**src/rtl/reg_file_pkg.sv**
```systemverilog
// Shared types for the reg_file_nxm register bank: soft-clear FSM states and
// the address-width helper used to size address ports.
package reg_file_pkg;

  typedef enum logic [1:0] {
    IDLE,
    CLEAR,
    DONE
  } state_t;

  function automatic int addr_width(input int n);
    return (n > 1) ? $clog2(n) : 1;
  endfunction

endpackage

```
**src/rtl/reg_file_nxm_reg_word.sv**
```systemverilog
// One storage word of the register bank: async active-low reset to RESET_VAL,
// synchronous load enable.
module reg_word #(
  parameter int                DATA_W    = 16,
  parameter logic [DATA_W-1:0] RESET_VAL = '0
) (
  input  logic              clk,
  input  logic              rst,
  input  logic              load,
  input  logic [DATA_W-1:0] d,
  output logic [DATA_W-1:0] q
);

  always_ff @(posedge clk or negedge rst) begin
    if (!rst) begin
      q <= RESET_VAL;
    end else if (load) begin
      q <= d;
    end
  end

endmodule

```
**src/rtl/reg_file_nxm.sv**
```systemverilog
// NUM_REGS x DATA_W register file: one write port, two combinational read ports,
// handshake soft-clear sequencer. Optional write-through forwarding: REG_FILE_BYPASS_EN.
module reg_file_nxm
  import reg_file_pkg::*;
#(
  parameter int                DATA_W    = 16,
  parameter int                NUM_REGS  = 8,
  parameter int                ZERO_R0   = 0,
  parameter logic [DATA_W-1:0] RESET_VAL = '0,
  localparam int               ADDR_W    = addr_width(NUM_REGS)
) (
  input  logic              clk,
  input  logic              rst,
  input  logic              we,
  input  logic [ADDR_W-1:0] waddr,
  input  logic [DATA_W-1:0] wdata,
  input  logic [ADDR_W-1:0] raddr_a,
  output logic [DATA_W-1:0] rdata_a,
  input  logic [ADDR_W-1:0] raddr_b,
  output logic [DATA_W-1:0] rdata_b,
  input  logic              clr_req,
  output logic              clr_busy,
  output logic              clr_done,
  output logic              wr_err
);

  state_t            state, state_next;
  logic [ADDR_W-1:0] cnt;
  logic              err_q;
  logic              last;
  logic              wr_ok;
  logic [DATA_W-1:0] load_data;
  logic [DATA_W-1:0] words [NUM_REGS];

  function automatic logic writable(input logic [ADDR_W-1:0] a);
    return (32'(a) < NUM_REGS) && !((ZERO_R0 != 0) && (a == '0));
  endfunction

  assign last      = (cnt == ADDR_W'(NUM_REGS - 1));
  assign wr_ok     = we && (state == IDLE) && writable(waddr);
  assign load_data = (state == CLEAR) ? RESET_VAL : wdata;

  always_comb begin
    state_next = state;
    case (state)
      IDLE:    if (clr_req) state_next = CLEAR;
      CLEAR:   if (last) state_next = DONE;
      DONE:    state_next = IDLE;
      default: state_next = IDLE;
    endcase
  end

  always_ff @(posedge clk or negedge rst) begin
    if (!rst) begin
      state <= IDLE;
      cnt   <= '0;
      err_q <= 1'b0;
    end else begin
      state <= state_next;
      err_q <= (state == CLEAR) && we;
      cnt   <= (state == CLEAR) ? cnt + 1'b1 : '0;
    end
  end

  assign clr_busy = (state == CLEAR);
  assign clr_done = (state == DONE);
  assign wr_err   = err_q;

  // Each word loads either from the write port (IDLE) or the clear sweep (CLEAR).
  for (genvar gi = 0; gi < NUM_REGS; gi++) begin : g_word
    logic load;
    assign load = (wr_ok && (waddr == ADDR_W'(gi))) ||
                  ((state == CLEAR) && (cnt == ADDR_W'(gi)));
    reg_word #(
      .DATA_W   (DATA_W),
      .RESET_VAL(RESET_VAL)
    ) u_word (
      .clk (clk),
      .rst (rst),
      .load(load),
      .d   (load_data),
      .q   (words[gi])
    );
  end

  always_comb begin
    rdata_a = '0;
    rdata_b = '0;
    for (int unsigned i = 0; i < NUM_REGS; i++) begin
      if (raddr_a == ADDR_W'(i)) rdata_a = words[i];
      if (raddr_b == ADDR_W'(i)) rdata_b = words[i];
    end
    if (ZERO_R0 != 0) begin
      if (raddr_a == '0) rdata_a = '0;
      if (raddr_b == '0) rdata_b = '0;
    end
`ifdef REG_FILE_BYPASS_EN
    if (wr_ok && (waddr == raddr_a)) rdata_a = wdata;
    if (wr_ok && (waddr == raddr_b)) rdata_b = wdata;
`endif
  end

endmodule
```
**config.mk**
```make
export PLATFORM = sky130hd
export DESIGN_NAME = reg_file_nxm
export DESIGN_NICKNAME = d
export VERILOG_FILES = /design/src/rtl/reg_file_pkg.sv /design/src/rtl/reg_file_nxm_reg_word.sv /design/src/rtl/reg_file_nxm.sv
export SDC_FILE = /design/constraint.sdc
export NUM_CORES = 1
export LEC_CHECK = 0
export ABC_AREA = 1
export ABC_CLOCK_PERIOD_IN_PS = 3420
export BUFFER_PORTS_ARGS = -buffer_cell sky130_fd_sc_hd__buf_2
export CELL_PAD_IN_SITES_DETAIL_PLACEMENT = 2
export CELL_PAD_IN_SITES_GLOBAL_PLACEMENT = 2
export CORE_MARGIN = 2
export CORE_UTILIZATION = 38
export CTS_BUF_LIST = sky130_fd_sc_hd__clkbuf_4 sky130_fd_sc_hd__clkbuf_8 sky130_fd_sc_hd__clkbuf_16
export CTS_CLUSTER_SIZE = 40
export DETAILED_ROUTE_END_ITERATION = 7
export PLACE_DENSITY_LB_ADDON = 0.1
export SYNTH_ARGS = -nofsm -noshare
export SYNTH_HDL_FRONTEND = slang
export SYNTH_HIERARCHICAL = 1
export SYNTH_SLANG_ARGS = --single-unit
```
**constraint.sdc**
```tcl
create_clock -name clk -period 3.42 [get_ports clk]
set_input_delay 0.513 -clock clk [delete_from_list [all_inputs] [get_ports clk]]
set_output_delay 0.513 -clock clk [all_outputs]
set_load 0.02 [all_outputs]
```
* Yosys cells after proc, flatten, opt, wreduce, memory -nomap -nowiden
Index checks and enable logic that the tools add are counted.
Operators by class: mux-type cells 21, reduce and logical (&&, ||, !) cells 32, add/sub/neg operators 1, equality and inequality tests 32
Operators with widths (count):
- 16-bit two-way mux | 17
- 3-bit == test (second input constant) | 16
- 3-bit by 2-bit == test with 1-bit output (second input constant) | 8
- 1-bit logical AND | 18
- 3-bit by 1-bit == test with 1-bit output (second input constant) | 4
- 3-bit zero test | 4
- 1-bit logical OR | 8
- 2-bit two-way mux | 2
- 2-bit one-hot mux with 2 select lines | 1
- 3-bit by 1-bit adder with 3-bit output (second input constant) | 1
- 3-bit two-way mux | 1
- 2-bit by 1-bit == test with 1-bit output (second input constant) | 1
- 2-bit == test (second input constant) | 1
- 2-bit zero test | 1
- 2-bit by 1-bit inequality test with 1-bit output (second input constant) | 1
- 2-bit inequality test (second input constant) | 1
- 2-bit AND reduction | 1
Word-level totals: bits of input ports 29, output and inout bits 35, word-level logic and storage cells 97, register bits after elaboration 134

* Depth between registers and ports, before layout
Gate-level depths: netlist of run 1.
word-level depth 9, depth in mapped cells 10, gate-level depth less buffers 7

* Hierarchy
Netlist of run 1, hierarchy kept.
By module, submodules not included:
- reg_word | seq. area each 400.4 µm², instances 8, cells an instance 68, area an instance 644.4 µm²
- reg_file_nxm | seq. area each 150.1 µm², instances 1, cells an instance 513, area an instance 2797.7 µm²

* Worst setup path before layout of run 1
Ideal clock, no wire load.
path kind input -> output, from in raddr_a[0], to out rdata_a[10], setup slack 1.503 ns, arrival time 1.404 ns, stages 6, buffers on the path 2, data required time 2.907 ns, cells stage by stage buf_4 inv_2 nor3_4 buf_4 nand2_1 nand4_1
Between the ends: word-level cells in the longest chain between the ends 9, elaborated cells between the ends (all ways) 16, classes of those cells eq/ne: 7; mux: 8; reduce/logical: 1
RTL lines:
- start: declaration | line reg_file_nxm.sv:17 | input logic [ADDR_W-1:0] raddr_a,
- 3-bit zero test | line reg_file_nxm.sv:90 | if (raddr_a == ADDR_W'(i)) rdata_a = words[i];
- 16-bit two-way mux (7 in series) | line reg_file_nxm.sv:90
- 16-bit two-way mux * | line reg_file_nxm.sv:90
- end: declaration | line reg_file_nxm.sv:18 | output logic [DATA_W-1:0] rdata_a,
Every way passes the cells marked *; elsewhere a longest branch is shown, timed or not.

* Worst setup path in the final report of run 1
from in raddr_a[0], to out rdata_a[3]
Same word-level chain as after synthesis.

==> results by group, run 1 <==
Critical path
  – Critical path cell sequence: buf_2, inv_2, nand4_1, nand4_1, nor2_1, nand4_1, buf_2
  – Kind of critical path: in -> out
  – Worst path most repeated cell: nand4_1
  – WP data arrival: 2370 ps
  – WP buf/inv: 3
  – Slowest CP cell: buf_2
  – Critical path fanouts, max: 25
  – CP Launch Type: primary input
  – Cell type group with the largest total delay on the critical path: buffers and inverters
  – WP data required: 2910 ps
  – Worst reg-to-reg setup slack: 1210 ps
  – Worst path max stage delay: 450 ps
  – Critical Path End Type: output port

Clocking
  – CTS Buffer Depth: 2
  – H-tree levels: 4
  – Clk root buf: clkbuf_16
  – Setup bufs post-CTS: 0
  – Post_cts resized: 0
  – # hold bufs at CTS: 0
  – Clock buffer count from CTS: 17
  – Sink Count: 134
  – CTS tree: built
  – Worst-Skew Late Latency: 430 ps
  – Clock transition at path regs: 60 ps

STA
  – RSZ-0062 raised after global routing: no
  – Slew headroom: 0.300
  – Pins Over Slew Limit: 0
  – Post-route setup slack: 537 ps
  – Setup tns final: 0 ps
  – Period minus WS final: 2880 ps
  – Fmax: 347 MHz
  – Fin. Hold Viols: 0
  – Worst slew pin tran: 1050 ps
  – Final setup fails: 0
  – Skew final: 9.06 ps
  – Tcrit/Tclk final: 0.843
  – Hold WS: 73.1 ps

Logic synthesis
  – Post-synth top cells: nand2_1 (450), nand4_1 (160), dfrtp_1 (134)
  – Largest area contributor in the netlist: dfrtp_1
  – Post-Syn Nets: 1092
  – Post-synth cell types: 23
  – Top post-synthesis cells by area: dfrtp_1 (42%), nand2_1 (21%), nand4_1 (13%), nor2_1 (4.2%), nand2_2 (3.3%)
  – FFs w/ async S/R, synth: 1.00
  – Synth Instances: 1057
  – Most numerous cell in the Yosys netlist: nand2_1
  – Syn Area/Cell: 7.52 um^2
  – Sequential fraction of the synthesis area: 0.422
  – Primary FF master, synth: dfrtp_1
  – Post-synth top area share: 0.422
  – #FFs+latches synth: 134
  – Yosys warning total: 6
  – Mapped cell area: 0.00795 mm^2
  – Number of synthesized flops with an enable pin: 0

Route
  – Drt total wl: 32800 um
  – Vias per std cell: 5.74
  – First drt pass iteration count: 4
  – Routed length per instance: 23.8 um
  – Vias: 7911
  – 1st-iter DRT viols: 566
  – Antenna-violating nets left: 0
  – DRC violations left: 0

Floorplan
  – CORE AREA: 0.0204 mm^2
  – Chip width: 149 um
  – Starting Density: 0.391
  – Cell Rows: 52
  – Top-Level Pins: 64
  – Die area: 0.0221 mm^2
  – Die Ht: 149 um

Finish
  – Layout cells sized above 1: 0.175
  – # diodes: 0
  – P&R area growth vs syn: 13.1%
  – Nets@finish: 1130
  – Multi-input gate area: 0.00382 mm^2
  – Fin util: 0.442
  – Seq. cell area: 0.00335 mm^2
  – # fillers: 2373

Placement
  – PortBufs: 63
  – Place WS: 594 ps
  – Placer Congestion: 0.798
  – Post-DP HPWL: 21500 um

GRT
  – Total track usage: 0.309
  – Largest net degree at the start of global routing: 73
  – Gr ovfl total: 0
  – Initial antenna violation count: 0
  – Vias in the first global route: 8549
  – First-pass GRT wire length: 51100 um

Worst hold path
  – Hold crit path type: in -> async

Power
  – Power Total: 7.26 mW
  – Power density cells: 807 mW/mm^2
  – Static Leakage: 4.51 nW
  – Worst vdd ir: 0.000442 V

Status
  – Status: finished clean

Run
  – MaxCap Viol Count: 0
-- layout make-up --
type                    count  area share
clock buffers              18      0.0488
clock inverters            14      0.0246
inverters                  58      0.0298
multi-input cells         795       0.425
flip-flops and latches    134       0.373
well taps                 270      0.0375
repair buffers             89      0.0616
-- where the power goes --
group | switching [mW] | internal, mW | total, mW
Combinational | 1.80 | 0.701 | 2.50
Clock | 0.771 | 1.32 | 2.09
Sequential | 0.542 | 2.13 | 2.67
-- worst paths after layout --
path	from	end	cells past startpoint
min in group clk	we	wr_err	3
min reg2reg	g_word[4].u_word/q[9]	g_word[4].u_word/q[9]	2
max in group asynchronous	rst	g_word[2].u_word/q[14]	2
max reg2reg	state[1]	g_word[0].u_word/q[11]	6
min	rst	cnt[0]	1
max	raddr_a[0]	rdata_a[3]	7
-- flip-flops by register name, indices dropped and copies added (netlist names) --
name / count
cnt: 3
g_word.u_word/q: 128
state: 2
wr_err: 1
-- layout by cell type, fill, tap and decap left out, types with 4 or more instances in the layout --
cell type | synthesis | routed
bufinv_16 | 0 | 5
nor3_4 | 6 | 6
dfrtp_1 | 134 | 134
inv_6 | 9 | 12
nand3_1 | 32 | 32
buf_2 | 21 | 62
nand2_2 | 42 | 42
clkbuf_16 | 0 | 17
nand2_1 | 450 | 450
o32ai_2 | 0 | 4
buf_4 | 5 | 23
nand4_1 | 160 | 160
nor2_1 | 88 | 87
ha_1 | 6 | 6
inv_1 | 44 | 44
-- worst reg2reg max path, delay by kind of cell (launching register included) --
| family | cells | cell delay [ps] |
|---|---|---|
| buffers and inverters | 1 | 320 |
| flip-flops | 1 | 410 |
| AND/OR/NAND/NOR | 4 | 710 |
| AO/OA/AOI/OAI | 1 | 700 |
-- per-layer routing --
| metal | GRT usage | share of wire | wire [um] |
|---|---|---|---|
| met1 | 0.421 | 0.45 | 14800 |
| met2 | 0.497 | 0.47 | 15300 |
| met3 | 0.0534 | 0.053 | 1740 |
| met4 | 0.108 | 0.028 | 909 |
| met5 | 0 | 0 | 0 |
-- logic make-up (layout without fill, tap and decap cells) --
logic type / after synthesis / count (layout) / synth area share
adder cells (fa/ha/maj): 6 / 6 / 0.00944
AO/OA/AOI/OAI: 9 / 9 / 0.00928
AND/OR/NAND/NOR: 780 / 780 / 0.449
buffers and inverters: 128 / 179 / 0.110
flip-flops: 134 / 134 / 0.422
-- metrics by stage --
| step | instances | instance area (um^2) |
|---|---|---|
| after floorplan | 1057 | 7950 |
| after global placement | 1346 | 8340 |
| after detailed placement | 1346 | 8340 |
| after global routing | 1378 | 9000 |
| final | 1378 | 9000 |
| after CTS | 1378 | 9000 |
Power figures use the tool's default switching activity.
==> run 2, diff against run 1 <==
Settings changed: ABC_AREA 1 to 0, ABC_CLOCK_PERIOD_IN_PS 3420 to 2430, CORE_UTILIZATION 38 to 39.
Clock period 3.42 ns to 2.43 ns, I/O delays scaled along.
==> results by group, run 2 <==
Logic synthesis
  – Sequential fraction of the synthesis area: 0.421
  – FFs w/ async S/R, synth: 1.00
  – Yosys warning total: 6
  – Top post-synthesis cells by area: dfrtp_1 (42%), mux2_4 (15%), mux2_2 (7.4%), mux4_2 (5.4%), mux2i_1 (4.4%)
  – Post-synth top cells: dfrtp_1 (134), mux2_4 (80), mux2_2 (52)
  – Primary FF master, synth: dfrtp_1
  – Largest area contributor in the netlist: dfrtp_1
  – #FFs+latches synth: 134
  – Post-synth top area share: 0.421
  – Post-Syn Nets: 639
  – Syn Area/Cell: 13.2 um^2
  – Most numerous cell in the Yosys netlist: dfrtp_1
  – Post-synth cell types: 40
  – Number of synthesized flops with an enable pin: 0
  – Synth Instances: 604
  – Mapped cell area: 0.00796 mm^2

Floorplan
  – Starting Density: 0.396
  – Die Ht: 147 um
  – Cell Rows: 52
  – Die area: 0.0216 mm^2
  – Chip width: 147 um
  – Top-Level Pins: 64
  – CORE AREA: 0.0201 mm^2

Finish
  – Layout cells sized above 1: 0.422
  – P&R area growth vs syn: 16.1%
  – Most frequent cells in the layout: dfrtp_1 (134), mux2_4 (80), buf_2 (62), mux2_2 (52), buf_4 (38)
  – Nets@finish: 718
  – Reg with most FFs: g_word.u_word/q
  – Largest register FFs: 128
  – # fillers: 1935
  – Fin util: 0.459
  – Commonest non-fill, non-tap cell in the layout: dfrtp_1
  – Layout Cells excl Fill: 966
  – # diodes: 0
  – Final instance area: 0.00924 mm^2
  – Largest registers: g_word.u_word/q (128), cnt (3), state (2)

Critical path
  – Critical path cell sequence: mux4_1, nor2b_1, a221o_1, buf_2
  – Slowest CP cell: mux4_1
  – CP Launch Type: flop
  – WP data arrival: 1930 ps
  – R2r endpoint: g_word[2].u_word/q[8]
  – Worst r2r path cells: 6
  – Critical path fanouts, max: 3
  – WP data required: 2070 ps
  – Kind of critical path: reg -> out
  – Worst path max stage delay: 490 ps
  – FF-to-FF Start: state[1]
  – Critical Path End Type: output port
  – Worst reg-to-reg setup slack: 450 ps

STA
  – Final setup fails: 0
  – Pins Over Slew Limit: 0
  – Setup tns final: 0 ps
  – Period minus WS final: 2290 ps
  – RSZ-0062 raised after global routing: no
  – Tcrit/Tclk final: 0.944
  – Fin. Hold Viols: 0
  – Skew final: 12.0 ps
  – Hold WS: 188 ps
  – Fmax: 436 MHz
  – Slew headroom: 0.686
  – Worst slew pin tran: 472 ps
  – Post-route setup slack: 136 ps

Route
  – 1st-iter DRT viols: 211
  – Vias per std cell: 5.60
  – Antenna-violating nets left: 0
  – Vias: 5406
  – Routed length per instance: 24.6 um
  – First drt pass iteration count: 4
  – Drt total wl: 23800 um
  – DRC violations left: 0

Power
  – Power Total: 10.3 mW
  – Gate power share: 0.400
  – Clock share of power: 0.256
  – Static Leakage: 4.41 nW
  – Net Sw Power: 3.61 mW
  – Pint: 6.72 mW
  – Worst vdd ir: 0.000487 V
  – Power density cells: 1120 mW/mm^2
  – Switch share: 0.349
  – Part of the power in registers: 0.344

Worst hold path
  – Worst hold start: we
  – Hold endpoint: wr_err
  – WHS Path Cells: 2
  – Hold crit path type: in -> reg

Placement
  – PortBufs: 63
  – Placer Congestion: 0.769
  – Placed insts: 933
  – Post-DP HPWL: 15800 um
  – Place WS: 165 ps
  – DP Area: 0.00862 mm^2

GRT
  – Total track usage: 0.228
  – Gr ovfl total: 0
  – Largest net degree at the start of global routing: 43
  – Vias in the first global route: 6011
  – Initial antenna violation count: 0
  – First-pass GRT wire length: 37000 um

Clocking
  – Sink Count: 134
  – Clk root buf: clkbuf_16
  – CTS tree: built
  – Clock buffer count from CTS: 17
  – Post_cts resized: 0
  – H-tree levels: 4
  – CTS Buffer Depth: 2
  – Clock transition at path regs: 60 ps
  – Worst-Skew Late Latency: 420 ps

Run
  – MaxCap Viol Count: 0

Status
  – Status: finished clean
run 2: cell types whose count changed after synthesis, sizes merged, moves of 23 or more:
cell	before	now
nor2b	0	29
nand3	32	8
nand4	160	0
mux2i	0	35
o21ai	1	24
inv	58	10
mux2	0	132
nor2	90	14
nand2	492	26
mux4	0	25
a221o	0	23
run 2: final cells by class:
cell class	instances	area (um^2)	area share
Clock buffer	22	482	0.0522
Sequential cell	134	3350	0.363
Inverter	10	37.5	0.00406
Timing Repair Buffer	111	797	0.0863
Tap cell	270	338	0.0366
Multi-Input combinational cell	409	4110	0.445
Clock inverter	10	121	0.0131
run 2: what timing repair did:
item,in CTS,in global routing
hold buffers,1,0
hold endpoints to repair,39,0
buffers inserted,0,0
run 2: worst max-delay path by stage:
stage                                     start          end  slack, ps  depth (start not counted)
after floorplan                      raddr_b[0]  rdata_b[10]        500                          5
after global placement               raddr_a[0]  rdata_a[15]        170                          6
after detailed placement             raddr_a[0]  rdata_a[15]        160                          6
after CTS                 g_word[1].u_word/q[2]   rdata_b[2]        130                          4
after global routing      g_word[1].u_word/q[3]   rdata_b[3]         60                          4
final                     g_word[1].u_word/q[3]   rdata_b[3]        140                          4
run 2: kinds of logic after synthesis:
| logic type | after synthesis | share of synthesized area |
|---|---|---|
| flops | 134 | 0.421 |
| simple gates | 110 | 0.0733 |
| compound gates | 101 | 0.0912 |
| fa+ha+maj | 6 | 0.00944 |
| buf+inv | 61 | 0.0624 |
| mux | 192 | 0.342 |
run 2: power by group through the flow:
stage	clock network [mW]	registers, mW	logic, mW
finish	2.64	3.55	4.13
global route	2.79	3.65	4.43
CTS	2.71	3.55	4.19
detailed placement	0	3.56	4.17
global placement	0	3.51	4.04
floorplan	0	3.35	3.28
run 2: critical path: cells and delay by family (launching register included):
kind	cells	cell delay, ps
AO/OA/AOI/OAI	1	300
AND/OR/NAND/NOR	1	150
buffers and inverters	1	170
multiplexers	1	490
flip-flops	1	400
run 2: layer usage:
metal  vias up  routed length (um)  part of all wire  global-route usage
li1       2395                   -                 -                   -
met1      2883               10800              0.45               0.307
met2       103               12000              0.51               0.390
met3        25                 622             0.026              0.0283
met4         0                 325             0.014              0.0631
met5         -                   0                 0                   0
==> run 3, diff against run 2 <==
Settings changed: ABC_CLOCK_PERIOD_IN_PS 2430 to 2700, CORE_UTILIZATION 39 to 46.
Clock period 2.43 ns to 2.7 ns, I/O delays scaled along.
==> results by group, run 3 (synthesized netlist as in run 2, its figures left out) <==
Placement
  – Placer Congestion: 0.770
  – Post-DP HPWL: 15600 um
  – PortBufs: 63

STA
  – Final setup fails: 0
  – Fmax: 404 MHz
  – Period minus WS final: 2480 ps
  – Setup tns final: 0 ps
  – Tcrit/Tclk final: 0.917
  – Slew headroom: 0.666
  – Fin. Hold Viols: 0
  – RSZ-0062 raised after global routing: no
  – Worst slew pin tran: 501 ps
  – Pins Over Slew Limit: 0
  – Skew final: 9.74 ps

Critical path
  – Cell type group with the largest total delay on the critical path: buffers and inverters
  – WP depth: 7
  – Critical path fanouts, max: 16
  – Critical Path End Type: output port
  – Worst reg-to-reg setup slack: 480 ps
  – Worst r2r path cells: 5
  – WP buf/inv: 3
  – Kind of critical path: in -> out
  – CP Launch Point: raddr_a[1]
  – WP data required: 2300 ps
  – Critical path cell sequence: buf_2, nor2b_1, buf_4, a21oi_1, a221oi_1, a21oi_1, buf_2
  – R2r endpoint: g_word[4].u_word/q[13]
  – Slowest CP cell: buf_2
  – FF-to-FF Start: state[1]
  – WP data arrival: 2070 ps
  – CP Launch Type: primary input
  – Worst path max stage delay: 340 ps

Floorplan
  – Cell Rows: 48
  – Starting Density: 0.465
  – CORE AREA: 0.0171 mm^2
  – Die area: 0.0184 mm^2
  – Die Ht: 136 um
  – Chip width: 136 um
  – Top-Level Pins: 64

Clocking
  – CTS tree: built
  – Worst-Skew Late Latency: 430 ps
  – Clock transition at path regs: 60 ps
  – Clk root buf: clkbuf_16
  – H-tree levels: 4
  – Clock buffer count from CTS: 17
  – CTS Buffer Depth: 2
  – Sink Count: 134

Route
  – First drt pass iteration count: 4
  – Vias per std cell: 6.07
  – 1st-iter DRT viols: 228
  – Vias: 5558
  – Routed length per instance: 27.8 um
  – DRC violations left: 0
  – Drt total wl: 25400 um
  – Antenna-violating nets left: 0

GRT
  – Largest net degree at the start of global routing: 62
  – Vias in the first global route: 6592
  – First-pass GRT wire length: 39600 um
  – Gr ovfl total: 0
  – Total track usage: 0.292
  – Initial antenna violation count: 0

Finish
  – P&R area growth vs syn: 14.8%
  – Multi-input gate area: 0.00411 mm^2
  – Largest register FFs: 128
  – Reg with most FFs: g_word.u_word/q
  – Nets@finish: 712
  – Fin util: 0.534
  – Commonest non-fill, non-tap cell in the layout: dfrtp_1
  – Most frequent cells in the layout: dfrtp_1 (134), mux2_4 (80), buf_2 (62), mux2_2 (52)
  – # diodes: 0
  – # fillers: 1620
  – Largest registers: g_word.u_word/q (128), cnt (3), state (2)
  – Seq. cell area: 0.00335 mm^2
  – Layout cells sized above 1: 0.417

Power
  – Worst vdd ir: 0.000598 V
  – Power density cells: 1050 mW/mm^2
  – Static Leakage: 4.39 nW

Worst hold path
  – WHS Path Cells: 2
  – Worst hold start: we
  – Hold crit path type: in -> reg
  – Hold endpoint: wr_err

Run
  – MaxCap Viol Count: 0

Status
  – Status: finished clean
## run 3: stage by stage
step | setup WS (ps) | total power [mW] | hold slack (ps) | std cells | cell area [um^2]
floorplan | 688 | 5.97 | 109 | 604 | 7960
global placement | 372 | 6.72 | 281 | 882 | 8490
detailed placement | 275 | 6.95 | 297 | 882 | 8490
CTS | 223 | 9.62 | 218 | 915 | 9140
global route | 90.6 | 10.0 | 247 | 915 | 9140
finish | 224 | 9.57 | 232 | 915 | 9140
## run 3: metal layers
layer	track usage	share of wire
met1	0.370	0.43
met5	0	0
met4	0.106	0.021
met2	0.512	0.52
met3	0.0408	0.028
## run 3: worst max-delay path by stage
stage,to,slack [ps]
global route,rdata_a[6],90
CTS,rdata_a[6],220
finish,rdata_a[6],220
detailed placement,rdata_a[6],280
global placement,rdata_a[13],370
floorplan,rdata_b[10],690
## run 3: power by group
| part | internal, mW | total, mW | switching [mW] |
|---|---|---|---|
| registers | 2.65 | 3.25 | 0.605 |
| clock network | 1.60 | 2.53 | 0.927 |
| logic | 1.91 | 3.79 | 1.87 |
| total | 6.17 | 9.57 | 3.41 |
## run 3: final cells by class
class                   instances  area share
clock buffers                  20      0.0504
inverters                      10     0.00411
multi-input cells             409       0.449
flip-flops and latches        134       0.367
well taps                     225      0.0308
repair buffers                105      0.0791
clock inverters                12      0.0192
## run 3: what timing repair did
item / CTS / global route
setup endpoints to repair: 0 / 0
gates resized for setup: 0 / 0
hold buffers: 1 / 0
setup buffers: 0 / 0
endpoints found under the hold margin: 13 / 0
